==> config.mk <==
export PLATFORM = sky130hd
export DESIGN_NAME = fmul_issue_queue
export DESIGN_NICKNAME = d
export VERILOG_FILES = /design/src/rtl/fmul_issue_queue_pkg.sv /design/src/rtl/fmul_issue_queue_entry.sv /design/src/rtl/fmul_issue_queue.sv
export SDC_FILE = /design/constraint.sdc
export NUM_CORES = 1
export LEC_CHECK = 0
export CORE_MARGIN = 1.5
export CORE_UTILIZATION = 40
export CTS_BUF_LIST = sky130_fd_sc_hd__clkbuf_8
export CTS_CLUSTER_DIAMETER = 120
export CTS_CLUSTER_SIZE = 12
export DETAILED_ROUTE_END_ITERATION = 6
export HOLD_SLACK_MARGIN = 0.08
export PLACE_DENSITY = 0.67
export SYNTH_ARGS = -nofsm -noshare
export SYNTH_HDL_FRONTEND = slang
export SYNTH_SLANG_ARGS = --single-unit
==> constraint.sdc <==
create_clock -name clk -period 2.84 [get_ports clk]
set_input_delay 0.426 -clock clk [delete_from_list [all_inputs] [get_ports clk]]
set_output_delay 0.426 -clock clk [all_outputs]
set_load 0.05 [all_outputs]
==> src/rtl/fmul_issue_queue_pkg.sv <==
// Shared constants for the FMUL issue queue: S2E packet geometry, killmask field and default depth.
package fmul_issue_queue_pkg;
  localparam int PORT_S2E_LEN          = 32;
  localparam int SPEC_STATES           = 4;
  localparam int PORT_S2E_KILLMASK_LSB = 8;
  localparam int FMUL_IQ_DEPTH         = 2;

  typedef logic [SPEC_STATES-1:0] spec_mask_t;
endpackage

==> src/rtl/fmul_issue_queue_entry.sv <==
// One issue-queue slot: valid bit plus packet, with its own kill test and resolve-cleared packet view.
module fmul_iq_entry
  import fmul_issue_queue_pkg::*;
#(
  parameter int PKT_LEN = PORT_S2E_LEN,
  parameter int SPEC_W  = SPEC_STATES,
  parameter int KM_LSB  = PORT_S2E_KILLMASK_LSB
) (
  input  logic               clk,
  input  logic               rst_n,
  input  logic               wr_valid_i,
  input  logic [PKT_LEN-1:0] wr_pkt_i,
  input  logic               kill_en_i,
  input  logic [SPEC_W-1:0]  kill_mask_i,
  input  logic               resolve_en_i,
  input  logic [SPEC_W-1:0]  resolve_mask_i,
  output logic               valid_o,
  output logic               killed_o,
  output logic [PKT_LEN-1:0] pkt_o
);
  logic               valid_q;
  logic [PKT_LEN-1:0] pkt_q;
  logic [PKT_LEN-1:0] clr_mask;

  always_ff @(posedge clk or negedge rst_n) begin
    if (!rst_n) valid_q <= 1'b0;
    else        valid_q <= wr_valid_i;
  end

  // Packet storage carries no reset; it is meaningless while valid_q is low.
  always_ff @(posedge clk) begin
    pkt_q <= wr_pkt_i;
  end

  always_comb begin
    clr_mask = '0;
    if (resolve_en_i) clr_mask[KM_LSB +: SPEC_W] = resolve_mask_i;
  end

  // Kill test deliberately uses the stored (pre-resolve) killmask.
  assign killed_o = valid_q & kill_en_i & (|(pkt_q[KM_LSB +: SPEC_W] & kill_mask_i));
  assign valid_o  = valid_q;
  assign pkt_o    = pkt_q & ~clr_mask;
endmodule

==> src/rtl/fmul_issue_queue.sv <==
// In-order, killmask-aware issue buffer in front of FMUL with shift-compacting storage.
// Optional zero-latency bypass when FMUL_ISSUE_QUEUE_BYPASS_EN is defined.
module fmul_issue_queue
  import fmul_issue_queue_pkg::*;
#(
  parameter int DEPTH   = FMUL_IQ_DEPTH,
  parameter int PKT_LEN = PORT_S2E_LEN,
  parameter int SPEC_W  = SPEC_STATES
) (
  input  logic                       clk,
  input  logic                       rst_n,
  input  logic                       Flush,
  input  logic                       Kill_Enable,
  input  logic [SPEC_W-1:0]          Kill_VKillMask,
  input  logic                       Resolve_Enable,
  input  logic [SPEC_W-1:0]          Resolve_Mask,
  input  logic                       In_Valid,
  input  logic [PKT_LEN-1:0]         In_S2E,
  output logic                       In_Ready,
  output logic                       Port_Valid,
  output logic [PKT_LEN-1:0]         Port_S2E,
  input  logic                       FU_Ready,
  output logic [$clog2(DEPTH):0]     Occupancy
);
  localparam int CW     = $clog2(DEPTH) + 1;
  localparam int KM_LSB = PORT_S2E_KILLMASK_LSB;

  logic [DEPTH-1:0]   ent_valid, ent_killed, slot_valid_d;
  logic [PKT_LEN-1:0] ent_pkt     [DEPTH];
  logic [PKT_LEN-1:0] slot_pkt_d  [DEPTH];
  logic [PKT_LEN-1:0] cand_pkt    [DEPTH+1];
  logic [CW-1:0]      pos         [DEPTH+1];
  logic [DEPTH:0]     surv;
  logic [CW-1:0]      occ_q, occ_d;
  logic [PKT_LEN-1:0] in_clr, in_pkt_res;
  logic               in_killed, bypass_sel, head_pv, pop, pop_head, enq;

  generate
    for (genvar gi = 0; gi < DEPTH; gi++) begin : g_entry
      fmul_iq_entry #(.PKT_LEN(PKT_LEN), .SPEC_W(SPEC_W), .KM_LSB(KM_LSB)) u_entry (
        .clk           (clk),
        .rst_n         (rst_n),
        .wr_valid_i    (slot_valid_d[gi]),
        .wr_pkt_i      (slot_pkt_d[gi]),
        .kill_en_i     (Kill_Enable),
        .kill_mask_i   (Kill_VKillMask),
        .resolve_en_i  (Resolve_Enable),
        .resolve_mask_i(Resolve_Mask),
        .valid_o       (ent_valid[gi]),
        .killed_o      (ent_killed[gi]),
        .pkt_o         (ent_pkt[gi])
      );
      assign cand_pkt[gi] = ent_pkt[gi];
      assign surv[gi]     = ent_valid[gi] & ~ent_killed[gi] & ~Flush & ~(pop_head & (gi == 0));
    end
  endgenerate

  always_comb begin
    in_clr = '0;
    if (Resolve_Enable) in_clr[KM_LSB +: SPEC_W] = Resolve_Mask;
  end

  assign in_pkt_res      = In_S2E & ~in_clr;
  assign cand_pkt[DEPTH] = in_pkt_res;
  assign in_killed       = Kill_Enable & (|(In_S2E[KM_LSB +: SPEC_W] & Kill_VKillMask));
  assign head_pv         = ent_valid[0] & ~ent_killed[0] & ~Flush;

`ifdef FMUL_ISSUE_QUEUE_BYPASS_EN
  // Bypass only when no older live entry exists, so issue order is preserved.
  assign bypass_sel = In_Valid & ~(|(ent_valid & ~ent_killed));
`else
  assign bypass_sel = 1'b0;
`endif

  assign Port_Valid = bypass_sel ? (~in_killed & ~Flush) : head_pv;
  assign Port_S2E   = bypass_sel ? in_pkt_res : ent_pkt[0];
  assign pop        = Port_Valid & FU_Ready;
  assign pop_head   = pop & ~bypass_sel;
  assign In_Ready   = (occ_q < CW'(DEPTH)) | pop;
  assign enq        = In_Valid & In_Ready;
  assign surv[DEPTH] = enq & ~in_killed & ~Flush & ~(bypass_sel & pop);

  // Candidates are in age order (entries then incoming); slot k takes the k-th survivor.
  always_comb begin
    pos[0] = '0;
    for (int i = 1; i <= DEPTH; i++) begin
      pos[i] = pos[i-1] + {{(CW-1){1'b0}}, surv[i-1]};
    end
    for (int k = 0; k < DEPTH; k++) begin
      slot_valid_d[k] = 1'b0;
      slot_pkt_d[k]   = cand_pkt[k];
      for (int i = 0; i <= DEPTH; i++) begin
        if (surv[i] && (pos[i] == CW'(k))) begin
          slot_valid_d[k] = 1'b1;
          slot_pkt_d[k]   = cand_pkt[i];
        end
      end
    end
    occ_d = pos[DEPTH] + {{(CW-1){1'b0}}, surv[DEPTH]};
  end

  always_ff @(posedge clk or negedge rst_n) begin
    if (!rst_n) occ_q <= '0;
    else        occ_q <= occ_d;
  end

  assign Occupancy = occ_q;
endmodule
==> impl_metrics.json, run 1 <==
{
  "worstPathCellList": "clkdlybuf4s50_1, nand2_1, and2_1, clkdlybuf4s50_1",
  "initial_utilization_pct": 40.9,
  "dr.first_iter.drc_count": 86,
  "slew_headroom_pct": 65.0,
  "layout.nets": 394,
  "cp-start-kind": "input port",
  "hold_violations": 0,
  "fp.dieW_um": 94.5,
  "crit_required_ps": 2410,
  "ys_ff_latch": 67,
  "seqPwrFrac_pct": 50.3,
  "ir_worst_vdd_uv": 277,
  "place_hpwl_um": 4310,
  "synthTopCellsByArea": "edfxtp_1 (50%), mux2i_1 (11%), buf_4 (7.4%), nand2_1 (5.4%), and3_1 (5.2%)",
  "first_pass_iters": 4,
  "grt_pass1_vias": 2112,
  "syn_nets": 338,
  "place_congestion": 0.807,
  "fmax_mhz": 413,
  "cts_tree": "yes",
  "rsz0062_at_grt": "false",
  "synth.most_common_cell": "edfxtp_1",
  "cts-hold-fix-buffers": 0,
  "crit_type": "in2out",
  "die_h_um": 94.5,
  "cpMaxStageDelayCell": "clkdlybuf4s50_1",
  "ys_top_cells_by_count": "edfxtp_1 (56), nand2_1 (48), mux2i_1 (36)",
  "p_int_mw": 1.67,
  "grt_pass1_wl_um": 9980,
  "grt_max_degree": 29,
  "cpMostUsedCell": "clkdlybuf4s50_1",
  "n_antenna_cell": 0,
  "routed_via_density": 4.65,
  "rows": 33,
  "worstSetupEndpointType": "output port",
  "drtAntennaViolNets": 0,
  "avgSynthCellArea_sq_um": 11.6,
  "routedWlPerCell_um": 13.7,
  "remaining_drc_errors": 0,
  "final.min_clock_period_ps": 2420,
  "syn_area_sq_um": 3350,
  "finalPower_mw": 2.19,
  "routed_wl_um": 6200,
  "worstPathArrival_ps": 1990,
  "grt_use_met3_pct": 3.46,
  "setup_violations": 0,
  "period_share_pct": 85.2,
  "nFillCells": 736,
  "p_per_area_nw_per_um2": 512,
  "cts_setup_buffers": 0,
  "tns_ps": 0,
  "multi_input_area_sq_um": 995,
  "p_sw_share_pct": 23.6,
  "ys_warn_count": 0,
  "cap_viol_max_count": 0,
  "core_sq_um": 8180,
  "clk_pin_slew_ps": 60,
  "critPathBufInv": 2,
  "synth_top_area_share_pct": 50.2,
  "worst_pin_slew_ps": 523,
  "net-switching-power_mw": 0.517,
  "p_comb_share_pct": 14.2,
  "htreeDepth": 3,
  "max_stage_delay_ps": 800,
  "synth_edf_count": 56,
  "grt_usage_pct": 15.0,
  "ys_seq_area_share_pct": 57.3,
  "p_leak_nw": 1.87,
  "drive_gt1_share_pct": 10.3,
  "fp.dieArea_sq_um": 8930,
  "syn_to_final_growth_pct": 27.9,
  "dp_cells": 438,
  "synth_flop_cell": "edfxtp_1",
  "met1_usage_pct": 18.2,
  "clock_power_share_pct": 35.5,
  "io_pins": 83,
  "antenna_found_initial": 0,
  "yosys.cell_types.count": 28,
  "status": "finished, final reports clean",
  "clk_latency_ps": 340,
  "top_usage_layer": "met2",
  "numCtsBuffers": 9,
  "grtUsageMet2_pct": 24.7,
  "hp-class": "in2async",
  "clk_path_buf_depth": 2,
  "clock-skew-final_ps": 7.36,
  "slew_viol_final": 0,
  "port-buffer-count": 82,
  "pre_cts_ws_ps": 200,
  "path_delay_family": "buffers and inverters",
  "clock_sinks": 67,
  "area.sequential_sq_um": 1920,
  "vias": 2112,
  "gr-total-overflow": 0,
  "cts_resized": 0,
  "synthArstFlopShare_pct": 4.48,
  "syn_inst": 288,
  "setup_slack_ps": 420,
  "yosys.area.top_type": "edfxtp_1",
  "worst-path-max-fanout": 4,
  "root_buffer": "clkbuf_8",
  "fin_cells": 454
}
-- worst reg2reg max path, cell delays in order, from the launching register on --
cell and delay, ps:
dfxtp_1 340, a22oi_2 210, nand2_1 80, nand2_1 70
nand2_1 70, or2_2 300, ha_1 320, buf_4 260
nand2_1 110, mux2i_1 70
-- cell type report --
class / instances / share of cell area, %
timing repair buffer: 92 / 21.6
inverter: 30 / 2.63
clock inverter: 5 / 1.08
clock buffer: 11 / 3.54
tap: 105 / 3.07
sequential: 67 / 44.8
multi-input combinational: 144 / 23.2
-- stage by stage --
step / hold WS [ps] / util, % / cell area, sq um
floorplan: 130 / - / 3350
global placement: 469 / 49.9 / 4080
detailed placement: 476 / 49.9 / 4080
CTS: 250 / 52.3 / 4280
global route: 255 / 52.3 / 4280
finish: 263 / 52.3 / 4280
-- placed cells by master, fill, tap and decap left out, drive strengths merged, types with 3 or more instances in the layout --
master         count
clkdlybuf4s50     79
edfxtp            56
nand2             49
mux2i             36
inv               33
and3              28
buf               13
clkbuf            11
dfxtp              8
and2               5
mux2               4
a22oi              4
dfrtp              3
nand2b             3
-- power by group through the flow --
| stage | sequential (mW) | clock, mW | combinational (mW) |
|---|---|---|---|
| global placement | 1.12 | 0 | 0.310 |
| CTS | 1.10 | 0.803 | 0.315 |
| floorplan | 1.12 | 0 | 0.194 |
| detailed placement | 1.12 | 0 | 0.313 |
| global route | 1.10 | 0.839 | 0.334 |
| finish | 1.10 | 0.778 | 0.311 |
-- per-layer routing --
metal	wire length, um	part of all wire, %	vias to the layer above
met5	0	0	-
met4	144	2.3	0
met3	329	5.3	11
met2	2990	48	64
met1	2740	44	988
li1	-	-	1049
-- worst paths after layout --
check / start / depth (start not counted) / to / slack, ps
setup / recovery: Resolve_Enable / 4 / Port_S2E[10] / 420
hold / removal: rst_n / 1 / Occupancy[1] / 260
setup reg to reg: g_entry[0].u_entry.pkt_q[9] / 9 / g_entry[0].u_entry.pkt_q[18] / 770
hold reg to reg: g_entry[1].u_entry.pkt_q[8] / 2 / g_entry[1].u_entry.pkt_q[8] / 490
max in group asynchronous: rst_n / 1 / g_entry[0].u_entry.valid_o / 2440
min in group clk: g_entry[1].u_entry.pkt_q[8] / 2 / g_entry[1].u_entry.pkt_q[8] / 490
-- kinds of logic (layout without fill, tap and decap cells) --
group	Yosys count	count (layout)	share of synthesized area, %
AND/OR/NAND/NOR	91	91	13.8
buffers and inverters	77	138	13.0
flip-flops	67	67	57.3
multiplexers	40	40	12.1
AO/OA/AOI/OAI	10	10	2.47
adder cells (fa/ha/maj)	3	3	1.35
-- flip-flops by register name (all words and copies together) (netlist names) --
register	count
Occupancy	2
g_entry.u_entry.pkt_q	64
g_entry.u_entry.valid_o	1
Power figures use the tool's default switching activity.
==> inputs of run 2 (changes only) <==
--- a/config.mk
+++ b/config.mk
@@ -11,6 +11,7 @@
 export CTS_CLUSTER_DIAMETER = 120
 export CTS_CLUSTER_SIZE = 12
 export DETAILED_ROUTE_END_ITERATION = 6
+export GPL_ROUTABILITY_DRIVEN = 0
 export HOLD_SLACK_MARGIN = 0.08
 export PLACE_DENSITY = 0.67
 export SYNTH_ARGS = -nofsm -noshare
==> results of run 2 <==
Same layout as run 1: the final DEF is identical, and so are final timing and power.
